**src/rtl/gshare_branch_predictor.sv**
```systemverilog
// Gshare direction predictor: PHT of 2-bit counters indexed by pc ^ GHR, a speculative
// global history register with mispredict repair, and a one-entry-per-cycle PHT initialiser.
//   state | meaning
//   INIT  | PHT entries written to weakly not-taken, one per cycle; predictions forced 0
//   RUN   | predict, shift speculative history, train and repair
module gshare_branch_predictor #(
    parameter int INDEX_BITS = 8,
    parameter int GHR_BITS   = 8
) (
    input  logic                clk_i,
    input  logic                rst_i,
    input  logic [31:0]         fetch_pc_i,
    input  logic                fetch_advance_i,
    output logic                predict_taken_o,
    output logic [GHR_BITS-1:0] predict_ghr_o,
    output logic                ready_o,
    input  logic                update_valid_i,
    input  logic [31:0]         update_pc_i,
    input  logic [GHR_BITS-1:0] update_ghr_i,
    input  logic                update_taken_i,
    input  logic                update_mispredict_i,
    output logic [31:0]         branch_count_o,
    output logic [31:0]         mispredict_count_o
);

    localparam int ENTRIES = 1 << INDEX_BITS;

    localparam logic [0:0] ST_INIT = 1'b0;
    localparam logic [0:0] ST_RUN  = 1'b1;

    logic [0:0]            state_q, state_d;
    logic [INDEX_BITS-1:0] init_ptr_q, init_ptr_d;
    logic [GHR_BITS-1:0]   ghr_q, ghr_d;
    logic [31:0]           branch_cnt_q, branch_cnt_d;
    logic [31:0]           mispred_cnt_q, mispred_cnt_d;
    logic [1:0]            pht_q [ENTRIES];

    logic                  run;
    logic [INDEX_BITS-1:0] fidx, uidx;
    logic [1:0]            pht_old, pht_new;
    logic [GHR_BITS-1:0]   ghr_spec, ghr_repair;
    logic                  do_update, do_repair;

    assign run       = (state_q == ST_RUN);
    assign fidx      = fetch_pc_i[INDEX_BITS+1:2] ^ INDEX_BITS'(ghr_q);
    assign uidx      = update_pc_i[INDEX_BITS+1:2] ^ INDEX_BITS'(update_ghr_i);
    assign do_update = run && update_valid_i;
    assign do_repair = do_update && update_mispredict_i;

    assign predict_taken_o    = run && pht_q[fidx][1];
    assign predict_ghr_o      = ghr_q;
    assign ready_o            = run;
    assign branch_count_o     = branch_cnt_q;
    assign mispredict_count_o = mispred_cnt_q;

    // Upper/lower PC bits do not take part in indexing.
    logic unused_pc_bits;
    assign unused_pc_bits = ^{fetch_pc_i[31:INDEX_BITS+2], fetch_pc_i[1:0],
                              update_pc_i[31:INDEX_BITS+2], update_pc_i[1:0]};

    generate
        if (GHR_BITS == 1) begin : g_ghr1
            assign ghr_spec   = predict_taken_o;
            assign ghr_repair = update_taken_i;
        end else begin : g_ghrn
            assign ghr_spec   = {ghr_q[GHR_BITS-2:0], predict_taken_o};
            assign ghr_repair = {update_ghr_i[GHR_BITS-2:0], update_taken_i};
        end
    endgenerate

    always_comb begin
        pht_old = pht_q[uidx];
        if (update_taken_i) begin
            pht_new = (pht_old == 2'd3) ? 2'd3 : pht_old + 2'd1;
        end else begin
            pht_new = (pht_old == 2'd0) ? 2'd0 : pht_old - 2'd1;
        end
    end

    always_comb begin
        state_d       = state_q;
        init_ptr_d    = init_ptr_q;
        ghr_d         = ghr_q;
        branch_cnt_d  = branch_cnt_q;
        mispred_cnt_d = mispred_cnt_q;
        if (state_q == ST_INIT) begin
            init_ptr_d = init_ptr_q + 1'b1;
            if (init_ptr_q == '1) begin
                state_d = ST_RUN;
            end
        end else begin
            // Repair wins over a same-cycle speculative shift: that fetch is being flushed.
            if (do_repair) begin
                ghr_d = ghr_repair;
            end else if (fetch_advance_i) begin
                ghr_d = ghr_spec;
            end
            if (do_update) begin
                branch_cnt_d = branch_cnt_q + 32'd1;
            end
            if (do_repair) begin
                mispred_cnt_d = mispred_cnt_q + 32'd1;
            end
        end
    end

    always_ff @(posedge clk_i) begin
        if (rst_i) begin
            state_q       <= ST_INIT;
            init_ptr_q    <= '0;
            ghr_q         <= '0;
            branch_cnt_q  <= '0;
            mispred_cnt_q <= '0;
        end else begin
            state_q       <= state_d;
            init_ptr_q    <= init_ptr_d;
            ghr_q         <= ghr_d;
            branch_cnt_q  <= branch_cnt_d;
            mispred_cnt_q <= mispred_cnt_d;
        end
    end

    // PHT has no reset; INIT rewrites every entry after each reset.
    always_ff @(posedge clk_i) begin
        if (!rst_i) begin
            if (state_q == ST_INIT) begin
                pht_q[init_ptr_q] <= 2'b01;
            end else if (update_valid_i) begin
                pht_q[uidx] <= pht_new;
            end
        end
    end

endmodule

```
**config.mk**
```make
export PLATFORM = sky130hd
export DESIGN_NAME = gshare_branch_predictor
export DESIGN_NICKNAME = d
export VERILOG_FILES = /design/src/rtl/gshare_branch_predictor.sv
export SDC_FILE = /design/constraint.sdc
export NUM_CORES = 1
export LEC_CHECK = 0
export BUFFER_PORTS_ARGS = -buffer_cell sky130_fd_sc_hd__buf_2
export CAP_MARGIN = 10
export CORE_MARGIN = 2
export CORE_UTILIZATION = 30
export CTS_CLUSTER_DIAMETER = 150
export CTS_CLUSTER_SIZE = 40
export DETAILED_ROUTE_END_ITERATION = 12
export GPL_ROUTABILITY_DRIVEN = 0
export PLACE_DENSITY_LB_ADDON = 0.1
export SLEW_MARGIN = 20
export SYNTH_ARGS = -nofsm -noshare
export SYNTH_HDL_FRONTEND = slang
export SYNTH_SLANG_ARGS = --single-unit
```
**constraint.sdc**
```tcl
create_clock -name clk_i -period 42.5 [get_ports clk_i]
set_clock_uncertainty 0.1 [all_clocks]
set_input_delay 4.25 -clock clk_i [delete_from_list [all_inputs] [get_ports clk_i]]
set_output_delay 4.25 -clock clk_i [all_outputs]
set_load 0.02 [all_outputs]
```
# Word level (Yosys, flattened, before mapping)
# Memory sizes are Yosys's and may differ from the RTL's.
# Index checks and enable logic that the tools add are counted.
word_totals:
  register_bits: 81
  ramBits: 512
  input_bits: 78
  output_inout_bits: 74
  wordCells: 41
  memories: 1
classes:
  n_addsub: 5
  eq_ne: 2
  mux: 17
  bitwise_logic: 2
  reduce_logical: 9
mem_list:
  columns: ["memory", "words", "width", "read_ports", "rd_clocked_by_memory_dff", "write_ports", "line_no", "source"]
  rows:
  - ["pht_q", 256, 2, 2, 0, 1, "36", "logic [1:0] pht_q [ENTRIES];"]
ops:
  columns: ["operator", "n"]
  rows:
  - ["32-bit by 1-bit adder with 32-bit output, second input constant", 2]
  - ["8-bit 2-to-1 mux", 3]
  - ["8-bit bitwise XOR", 2]
  - ["1-bit 2-to-1 mux", 10]
  - ["8-bit by 1-bit adder with 8-bit output, second input constant", 1]
  - ["8-bit == test, second input constant", 1]
  - ["2-bit 2-to-1 mux", 4]
  - ["2-bit AND reduction", 3]
  - ["1-bit logical AND", 3]
  - ["2-bit by 1-bit adder with 2-bit output, second input constant", 1]
  - ["2-bit == test, second input constant", 1]
  - ["2-bit zero test", 1]
  - ["2-bit nonzero test", 1]
  - ["2-bit OR reduction", 1]
  - ["2-bit by 1-bit subtractor with 2-bit output, second input constant", 1]

# Logic depth before layout (Yosys ltp)
logic_depth:
  word_depth: 6
  ltp_mapped: 12
  depth_no_buf: 9

# Worst setup path after synthesis
# OpenSTA, ideal clock, no wires.
synth_timing:
  path_kind: "input to register"
  from: "in update_ghr_i[0]"
  to: "mem pht_q[0][0] (data pin)"
  setup_time_ns: 2.187
  t_arrival_ns: 16.226
  t_required_ns: 40.213
  slack_ns: 23.988
  path_stages: 8
  n_path_buf: 0
  cell_sequence: "xor2_4 -> mux4_1 -> mux4_2 -> a2111oi_0 -> a32oi_1 -> o211ai_1 -> a21oi_1 -> o21ai_0"
synth_via:
  elab_chain_len: 6
  elab_cells_between_ends: 10
  classes_between: "2 x add/sub; 1 x eq/ne; 4 x mux; 1 x bitwise; 1 x reduce/logical; 1 x memory"
synth_rtl:
  columns: ["element", "line_no", "source"]
  rows:
  - ["start, declared", "19", "input logic [GHR_BITS-1:0] update_ghr_i,"]
  - ["8-bit bitwise XOR (*)", "46", "assign uidx = update_pc_i[INDEX_BITS+1:2] ^ INDEX_BITS'(update_ghr_i);"]
  - ["memory read 256 x 2 bit (*)", null, null]
  - ["2-bit by 1-bit subtractor with 2-bit output (tied with other cells)", "76", "pht_new = (pht_old == 2'd0) ? 2'd0 : pht_old - 2'd1;"]
  - ["2-bit 2-to-1 mux (on tied branches)", "76, 74", null]
  - ["2-bit 2-to-1 mux (*)", "73", "if (update_taken_i) begin"]
  - ["2-bit 2-to-1 mux (no source line) (*)", null, null]
  - ["end, declared", "36", null]
# Mark *: on every way between the ends. The rest lies on a longest branch, timed or not.

# Final worst setup path
layout_timing:
  from: "in fetch_pc_i[5]"
  to: "out predict_taken_o"
layout_via:
  elab_chain_len: 3
layout_rtl:
  columns: ["element", "line_no", "source"]
  rows:
  - ["start, declared", "12", "input logic [31:0] fetch_pc_i,"]
  - ["8-bit bitwise XOR", "45", "assign fidx = fetch_pc_i[INDEX_BITS+1:2] ^ INDEX_BITS'(ghr_q);"]
  - ["memory read 256 x 2 bit", null, null]
  - ["1-bit logical AND", "50", "assign predict_taken_o = run && pht_q[fidx][1];"]
  - ["end, declared", "14", "output logic predict_taken_o,"]
# No other way between the ends.

==> impl_metrics.env <==
export IMPL_powerDensity_nw_per_um2=33.6
export IMPL_rr_worst_depth=9
export IMPL_drt_total_wl_um=85200
export IMPL_top_usage_layer="met2"
export IMPL_vias=16073
export IMPL_rsz0062_at_grt="false"
export IMPL_synth_warnings=0
export IMPL_p_clk_share_pct=27.3
export IMPL_initial_core_util_pct=30.2
export IMPL_dieHeight_um=302
export IMPL_ioPinCount=152
export IMPL_dpl_cell_area_um2=28700
export IMPL_p_leak_nw=10.1
export IMPL_grt_met1_usage_pct=26.9
export IMPL_synth_flop_cell="edfxtp_1"
export IMPL_synth_cell_type_count=58
export IMPL_antenna_found_initial=3
export IMPL_path_delay_family="multiplexers"
export IMPL_syn_instance_count=1792
export IMPL_cts_root_buf="clkbuf_16"
export IMPL_synth_area_um2=26700
export IMPL_layout_commonest_cell="edfxtp_1"
export IMPL_hold_viol_final=0
export IMPL_rows=109
export IMPL_clkSinkCount=593
export IMPL_drt_pass1_iter_count=7
export IMPL_final_area_um2=29200
export IMPL_cp_end_kind="primary output"
export IMPL_worstHoldPathCells=2
export IMPL_final_setup_worst_slack_ps=30170
export IMPL_dpl_hpwl_um=52500
export IMPL_crit_type="in -> out"
export IMPL_power_uw=981
export IMPL_pwr_share_comb_pct=9.2
export IMPL_grtUsageMet3_pct=3.04
export IMPL_switching_share_pct=24.0
export IMPL_arrival_ps=7980
export IMPL_grt_overflow=0
export IMPL_max_freq_mhz=81.1
export IMPL_fillCellCount=8683
export IMPL_synth_edff_count=512
export IMPL_tightest_slew_ps=1100
export IMPL_crit_buf_inv=3
export IMPL_seqPwrFrac_pct=63.5
export IMPL_diodes=0
export IMPL_vdd_drop_max_v=0.0000258
export IMPL_ys_ff_latch=593
export IMPL_dieWidth_um=302
export IMPL_hold_path_class="reg -> reg"
export IMPL_period_needed_ps=12330
export IMPL_regArea_um2=17000
export IMPL_p_sw_uw=236
export IMPL_grt_pass1_vias=16276
export IMPL_clk_latency_ps=620
export IMPL_post_route_period_util_pct=29.0
export IMPL_port_buffer_count=103
export IMPL_timing_slew_headroom_pct=26.6
export IMPL_drt_wirelength_per_cell_um=28.3
export IMPL_coreArea_um2=88400
export IMPL_grt_use_total_pct=18.5
export IMPL_internal_power_uw=745
export IMPL_pre_cts_ws_ps=30170
export IMPL_fp_dieArea_um2=91500
export IMPL_worst_path_stages=10
export IMPL_final_cell_mix="512 x edfxtp_1, 363 x nor2_1, 179 x mux4_2"
export IMPL_async_flop_share_pct=0
export IMPL_cp_max_fo=41
export IMPL_crit_chain="buf_2 -> xor2_4 -> buf_4 -> mux4_2 -> mux4_2 -> mux2i_1 -> o2111ai_1 -> and4_1 -> and2_1 -> buf_2"
export IMPL_avgSynthCellArea_um2=14.9
export IMPL_critPathLaunchType="input pin"
export IMPL_ant_nets=0
export IMPL_layout_drive_gt1_share_pct=20.6
export IMPL_grt_pass1_wl_um=121000
export IMPL_setup_tns_final_ps=0
export IMPL_critical_path_slowest_cell="buf_4"
export IMPL_cts_buffers=18
export IMPL_syn_nets=1873
export IMPL_cts_tree="built"
export IMPL_drtIter0Drc=1645
export IMPL_clk_path_buf_depth=3
export IMPL_finalSetupViolCount=0
export IMPL_drc=0
export IMPL_multi_input_area_um2=9400
export IMPL_grt_max_degree=115
export IMPL_max_cap_violations=0
export IMPL_vias_per_cell=5.35
export IMPL_whs_ps=423
export IMPL_ctsHoldBuffers=0
export IMPL_cts_resized=0
export IMPL_cp_data_required_time_ps=38150
export IMPL_post_cts_setup_buffers=0
export IMPL_crit_path_max_incr_delay_ps=740
export IMPL_yosysSeqAreaShare_pct=63.6
export IMPL_drv_slew=0
export IMPL_fin_nets=1918
export IMPL_cts_htree_levels=1
export IMPL_clkTransAtPathRegs_ps=150
export IMPL_syn_to_final_growth_pct=9.24
export IMPL_met2_usage_pct=29.7
export IMPL_status="complete, no violations"
-- final cells by class --
cell class	instances	area share [%]
multi-input cells	1084	32.2
clock buffers	22	1.59
well taps	1165	4.99
repair buffers	134	2.66
clock inverters	3	0.261
inverters	6	0.0771
flip-flops and latches	593	58.2
-- state kept, by name (all words and copies together), names as in the netlist --
signal and cells:
init_ptr_q 8, predict_ghr_o 8, pht_q 512, mispredict_count_o 32, branch_count_o 32, ready_o 1
-- cell usage after synthesis (7+ instances only) --
cell | instances | area (um^2)
a21oi_1 | 34 | 170
mux4_1 | 15 | 394
mux4_2 | 179 | 4030
o21ai_0 | 16 | 80.1
nand2_1 | 144 | 541
mux2i_1 | 33 | 330
a222oi_1 | 7 | 70.1
xor2_1 | 61 | 534
or3_1 | 11 | 68.8
xnor2_1 | 23 | 201
and3_1 | 16 | 100
a31oi_1 | 8 | 50.1
edfxtp_1 | 512 | 15400
a22oi_1 | 22 | 165
o211ai_1 | 11 | 82.6
nand4_1 | 14 | 87.6
buf_2 | 15 | 75.1
mux2_2 | 8 | 90.1
nor2_1 | 367 | 1380
clkbuf_1 | 72 | 270
buf_1 | 9 | 33.8
nand3_1 | 46 | 230
dfxtp_1 | 81 | 1620
-- worst register-to-register path, stage by stage, from the launching register on --
cell       delay [ps]
edfxtp_1          400
mux4_1            540
mux4_2            550
a2111oi_0         850
a32oi_1           270
o211ai_1          260
a21oi_1           160
o21ai_4           160
buf_6             650
buf_4             850
-- path summary, 6_finish.rpt --
kind	start	end	slack [ps]
hold reg to reg	mispredict_count_o[9]$_SDFFE_PP0P_	mispredict_count_o[9]$_SDFFE_PP0P_	420
setup reg to reg	pht_q[149][0]$_DFFE_PP_	pht_q[24][0]$_DFFE_PP_	37330
setup / recovery	fetch_pc_i[5]	predict_taken_o	30170
hold / removal	mispredict_count_o[9]$_SDFFE_PP0P_	mispredict_count_o[9]$_SDFFE_PP0P_	420
-- power groups by stage --
stage	Sequential, mW	Combinational [mW]	Clock, mW
2_1_floorplan	0.636	0.0549	0
3_3_place_gp	0.636	0.0909	0
3_5_place_dp	0.636	0.0911	0
4_1_cts	0.623	0.0914	0.278
5_1_grt	0.623	0.0946	0.293
6_report	0.623	0.0903	0.268
-- kinds of logic (layout without fill, tap and decap cells) --
group	Yosys count	after routing	share of synthesized area, %
AO/OA/AOI/OAI	132	132	3.39
XOR/XNOR	85	85	2.86
adder cells (fa/ha/maj)	4	4	0.183
buffers and inverters	115	165	2.09
flip-flops	593	593	63.6
multiplexers	235	235	18.1
AND/OR/NAND/NOR	628	628	9.76
-- metrics by stage --
step / std cells / utilization (%)
after floorplan: 1792 / -
after global placement: 2982 / 32.4
after detailed placement: 2982 / 32.4
after CTS: 3007 / 33.0
after global routing: 3007 / 33.0
final: 3007 / 33.0
-- routing by layer --
layer,wire length (um),part of all wire (%)
met5,13,0.015
met1,39000,46
met3,5460,6.4
met4,1270,1.5
met2,39500,46
Note: power is estimated with default switching activity, not from simulation.
